### src/rtl/text_mode_renderer.sv
// text_mode_renderer
//
// Turns the VGA scan position into 1-bit-per-channel RGB for an 80x30 text
// screen of 8x16 glyphs (640x480). A three-stage pixel pipeline, advanced
// only on clkDiv, fetches the character/attribute word from an external
// character RAM, then the glyph row from an external font ROM, then forms
// the pixel. Raw syncs travel through the same three stages so they stay
// aligned with the pixel data at the connector.
//
// Ports:
//   clk, rst          system clock, synchronous active-low reset
//   clkDiv            pixel enable (one clk cycle high per pixel)
//   row, column       scan position from VgaController
//   displayActive     active-video flag from VgaController
//   hSync, vSync      raw syncs (active low)
//   charAddr/charData character RAM read port (1-clk latency)
//   fontAddr/fontData font ROM read port (1-clk latency), bit 7 = leftmost
//   cursorRow/Col/En  cursor position and enable, sampled at the last stage
//   red, green, blue  pixel colour
//   hSyncOut/vSyncOut syncs delayed to match the pixel pipeline
module text_mode_renderer #(
    parameter int COLS      = 80,
    parameter int ROWS      = 30,
    parameter int BLINK_BIT = 5
) (
    input  logic        clk,
    input  logic        rst,
    input  logic        clkDiv,
    input  logic [8:0]  row,
    input  logic [9:0]  column,
    input  logic        displayActive,
    input  logic        hSync,
    input  logic        vSync,
    output logic [11:0] charAddr,
    input  logic [15:0] charData,
    output logic [11:0] fontAddr,
    input  logic [7:0]  fontData,
    input  logic [4:0]  cursorRow,
    input  logic [6:0]  cursorCol,
    input  logic        cursorEn,
    output logic        red,
    output logic        green,
    output logic        blue,
    output logic        hSyncOut,
    output logic        vSyncOut
);

    // Stage-0 side data
    logic [3:0] glyph_row_p0;
    logic [2:0] px_p0;
    logic [4:0] cell_row_p0;
    logic [6:0] cell_col_p0;
    logic       vld_p0;
    logic       hsync_p0;
    logic       vsync_p0;

    // Stage-1 side data and attributes
    logic [3:0] glyph_row_p1;
    logic [2:0] px_p1;
    logic [4:0] cell_row_p1;
    logic [6:0] cell_col_p1;
    logic       vld_p1;
    logic       hsync_p1;
    logic       vsync_p1;
    logic [2:0] fg_p1;
    logic [2:0] bg_p1;
    logic       blink_p1;

    logic [5:0] frame_count;

    // Stage-2 combinational result
    logic       blink_phase;
    logic       pixel_bit;
    logic       cursor_in_range;
    logic       cursor_hit;
    logic [2:0] fg_eff;
    logic [2:0] rgb_next;

    // Bit 15 of the character word carries nothing.
    logic unused_char_bit;
    assign unused_char_bit = charData[15];

    // row*80 + col built from shifts: (r<<6) + (r<<4) + c, 12 bits wide.
    function automatic logic [11:0] cell_addr(input logic [4:0] r, input logic [6:0] c);
        logic [11:0] r_w;
        r_w = {7'd0, r};
        return (r_w << 6) + (r_w << 4) + {5'd0, c};
    endfunction

    always_comb begin
        blink_phase     = frame_count[BLINK_BIT];
        pixel_bit       = fontData[3'd7 - px_p1];
        cursor_in_range = (int'(cursorRow) < ROWS) && (int'(cursorCol) < COLS);
        // Underline cursor occupies the bottom two glyph rows (14 and 15).
        cursor_hit      = cursorEn && blink_phase && cursor_in_range &&
                          (cursorRow == cell_row_p1) && (cursorCol == cell_col_p1) &&
                          (glyph_row_p1[3:1] == 3'b111);
        fg_eff          = (blink_p1 && blink_phase) ? bg_p1 : fg_p1;
        rgb_next        = 3'b000;
        if (vld_p1) begin
            rgb_next = (pixel_bit || cursor_hit) ? fg_eff : bg_p1;
        end
    end

    // Control, addresses and outputs: reset values are visible immediately.
    always_ff @(posedge clk) begin
        if (!rst) begin
            charAddr    <= 12'd0;
            fontAddr    <= 12'd0;
            vld_p0      <= 1'b0;
            vld_p1      <= 1'b0;
            hsync_p0    <= 1'b1;
            hsync_p1    <= 1'b1;
            vsync_p0    <= 1'b1;
            vsync_p1    <= 1'b1;
            red         <= 1'b0;
            green       <= 1'b0;
            blue        <= 1'b0;
            hSyncOut    <= 1'b1;
            vSyncOut    <= 1'b1;
            frame_count <= 6'd0;
        end else if (clkDiv) begin
            // ---- stage 0: character RAM address, sample scan position
            if (displayActive) begin
                charAddr <= cell_addr(row[8:4], column[9:3]);
            end
            vld_p0   <= displayActive;
            hsync_p0 <= hSync;
            vsync_p0 <= vSync;
            // vSync falling edge seen across consecutive pixel samples
            if (vsync_p0 && !vSync) begin
                frame_count <= frame_count + 6'd1;
            end
            // ---- stage 1: font ROM address from the returned character code
            fontAddr <= {charData[7:0], glyph_row_p0};
            vld_p1   <= vld_p0;
            hsync_p1 <= hsync_p0;
            vsync_p1 <= vsync_p0;
            // ---- stage 2: pixel colour and aligned syncs
            {red, green, blue} <= rgb_next;
            hSyncOut <= hsync_p1;
            vSyncOut <= vsync_p1;
        end
    end

    // Data side registers need no reset: vld_pN blanks anything stale.
    always_ff @(posedge clk) begin
        if (clkDiv) begin
            // ---- stage 0
            glyph_row_p0 <= row[3:0];
            px_p0        <= column[2:0];
            cell_row_p0  <= row[8:4];
            cell_col_p0  <= column[9:3];
            // ---- stage 1
            glyph_row_p1 <= glyph_row_p0;
            px_p1        <= px_p0;
            cell_row_p1  <= cell_row_p0;
            cell_col_p1  <= cell_col_p0;
            fg_p1        <= charData[10:8];
            bg_p1        <= charData[13:11];
            blink_p1     <= charData[14];
        end
    end

endmodule
### config.mk
export PLATFORM = sky130hd
export DESIGN_NAME = text_mode_renderer
export DESIGN_NICKNAME = d
export VERILOG_FILES = /design/src/rtl/text_mode_renderer.sv
export SDC_FILE = /design/constraint.sdc
export NUM_CORES = 1
export LEC_CHECK = 0
export BUFFER_PORTS_ARGS = -buffer_cell sky130_fd_sc_hd__buf_2
export CAP_MARGIN = 20
export CORE_MARGIN = 2
export CORE_UTILIZATION = 30
export DETAILED_ROUTE_END_ITERATION = 8
export PLACE_DENSITY = 0.47
export SETUP_SLACK_MARGIN = 0.5
export SYNTH_ARGS = -nofsm -noshare
export SYNTH_HDL_FRONTEND = slang
export SYNTH_SLANG_ARGS = --single-unit
### constraint.sdc
create_clock -name clk -period 3.39 [get_ports clk]
set_input_delay 0.339 -clock clk [delete_from_list [all_inputs] [get_ports clk]]
set_output_delay 0.339 -clock clk [all_outputs]
set_load 0.05 [all_outputs]
==> metrics.txt <==
Netlist cell types=36; # port buffers=just under 90; I/O pin total=between 90 and 100; first-pass GRT wire length=approximately 10 mm; standard-cell rows=38; initial antenna violation count=0; slowest stage delay, CP=~540 ps; Critical Path Source Type=input port; wire length per cell=~13 um; Final GP Congestion=around 0.73; r2r setup slk=approximately 1500 ps; core area=approximately 11,000 um2; post-cts gate resize count=0; DR vias=2,141; clk slew on worst S/H paths=80 ps; post-synthesis cell count=approximately 260; PnR Total Power=roughly 0.0022 W; CP arrival=approximately 2400 ps; Die Area=11,900 um2; Yosys top cell by area=edfxtp_1; CP Data Required Time=~3600 ps; gr usage total=0.113; crit share post-route=0.648; flops & latches, synth=85; Avg Inst Size Synth=12.9 um2; ANT cells=0; crit path cell chain=buf_2 > inv_1 > fa_1 > inv_1 > ha_1 > a21o_1 > a21oi_1 > nor2b_1 > o21ai_0 > nor4_1 > a311o_1; final worst path period need=~2200 ps; synth warn=0; Final Hold Viols=0; dpl hpwl=between 4 and 5 mm; crit-path leading delay family=compound AO/OA/AOI/OAI gates; area grow syn2layout=24.8%; number of antenna-violating nets in the routed design=0; largest cells by area after synthesis=edfxtp_1, dfxtp_1, mux2i_1, xnor2_1, ha_1; H-tree levels=3; # hold bufs at CTS=0; layout cells sized above 1=0.304; top-area cell type share of the netlist area=0.399; die height=~110 um; drt first-iter violations=70; Max Cap Viol=0; starting density of the core=0.307; DIE WIDTH=roughly 110 um; clock network latency to the later pin of the worst-skew pair=about 350 ps; Overflow after GRT=0; Setup crit end kind=register; # fillers=between 1k and 1.5k; Critical path buffers and inverters=3; Net Count, Synth=331; CP Max Fanout=3; DRT Wirelength=6.58 mm; Seq/Total Area, Yosys=0.646; Post-Layout Cell Count=roughly 500; placed instance count=between 400 and 500; 1st-pass router iterations=4; Max clock buf depth=2; Leak Pwr=roughly 1.8 nW; CTS tree=yes; # DRC=0; number of global-route vias before repair=a little under 2k; status=finished, final reports clean; RSZ-0062 raised after global routing=false; Fmax=around 460 MHz; PwrDens=between 500 and 600 nW/um2; post-synthesis cell area=3310 um2; Util after Layout=0.383; Vias per Instance=about 4.3; VDD IR max=0.000179 V; Setup Fix Bufs, Post-CTS=0; Worst Tran Pin Value=approximately 700 ps; worst-path cell with the longest stage delay=fa_1; Final setup viols=0; largest net degree at the start of global routing=53; setup tns final=0 ps; kind of critical path=input port to register; Clock Sinks=between 80 and 90; Num CTS Buffers=9; hold crit path type=input port to register; nets=between 400 and 500; most used cell, CP=inv_1; Max Transition Viols Final=0; CTS root buffer=clkbuf_8; Clock Skew=7.66 ps; max_slew headroom=0.528
-- report_power, final --
| group | switching, W | leakage [nW] | internal [W] | total (W) |
|---|---|---|---|---|
| combinational | 0.000168 | 0.873 | 0.000105 | 0.000274 |
| clock | 0.000344 | 0.113 | 0.000432 | 0.000776 |
| sequential | 0.0000241 | 0.766 | 0.00115 | 0.00117 |
| total | 0.000536 | 1.75 | 0.00169 | 0.00222 |
-- layout make-up --
cell class	count	area (um2)	area share
flip-flops and latches	85	2140	0.518
multi-input cells	157	1120	0.270
repair buffers	91	463	0.112
well taps	140	175	0.0424
clock buffers	11	141	0.0342
clock inverters	5	75.1	0.0182
inverters	6	22.5	0.00545
-- registers in the layout, indices dropped and copies added, names as in the netlist, 4 cells and up --
signal,flops
fontAddr,12
cell_col_p0,7
charAddr,12
glyph_row_p0,4
cell_row_p1,5
cell_col_p1,7
frame_count,6
cell_row_p0,5
-- cell families after synthesis --
family          after synthesis  synth area share
compound gates               26            0.0476
xor+xnor                     19            0.0502
fa+ha+maj                    12            0.0498
buf+inv                      15            0.0170
flops                        85             0.646
mux                          24            0.0827
simple gates                 76             0.106
-- synth_stat cells, drive strengths merged --
master / number
nand4b: 1
nor2: 18
nand4: 5
mux2i: 21
xnor2: 17
nor4: 2
a21oi: 12
a21o: 2
a311o: 1
clkinv: 1
nor3b: 1
edfxtp: 44
buf: 3
and3: 1
o2111ai: 1
fa: 2
o21ai: 6
a21boi: 2
clkbuf: 6
nand3: 4
mux4: 2
and4: 1
mux2: 1
inv: 5
nor2b: 5
o211ai: 1
nor4bb: 1
a211oi: 1
nand2b: 2
nand2: 33
xor2: 2
dfxtp: 41
and2: 2
ha: 10
-- routing by layer --
layer  routed length [um]  vias up  global-route usage
li1                     -     1093                   -
met1                 3040      974               0.150
met2                 2920       65               0.162
met3                  486        9              0.0353
met4                  119        0              0.0632
met5                    0        -                   0
-- worst paths after layout --
check | start | to | cells past startpoint
min | column[0] | px_p0[0]$_DFFE_PP_ | 1
max reg2reg | px_p1[1]$_DFFE_PP_ | red$_SDFFE_PN0P_ | 5
min reg2reg | cell_col_p0[1]$_DFFE_PP_ | cell_col_p1[1]$_DFFE_PP_ | 0
max | row[4] | charAddr[10]$_SDFFE_PN0P_ | 11
-- through the flow --
step	setup slack, ps	hold WS (ps)	cell area, um2
after floorplan	1090	400	3310
after global placement	841	404	3920
after detailed placement	815	405	3920
after CTS	1210	133	4140
after global routing	1020	137	4140
final	1190	161	4140
-- cells in the final DEF (no fill, tap or decap), drive strengths merged, types with 2 or more instances in the layout --
| master | instances |
|---|---|
| nor4 | 2 |
| a21boi | 2 |
| a21oi | 12 |
| and2 | 2 |
| a21o | 2 |
| xnor2 | 17 |
| buf | 91 |
| mux4 | 2 |
| dfxtp | 41 |
| ha | 10 |
| nor2b | 5 |
| nand4 | 5 |
| nand3 | 4 |
| nor2 | 18 |
| nand2 | 33 |
| fa | 2 |
| clkbuf | 11 |
| nand2b | 2 |
| xor2 | 2 |
| clkinv | 4 |
| o21ai | 6 |
| inv | 5 |
| mux2i | 21 |
| bufinv | 2 |
| edfxtp | 44 |
Power figures use the tool's default switching activity.
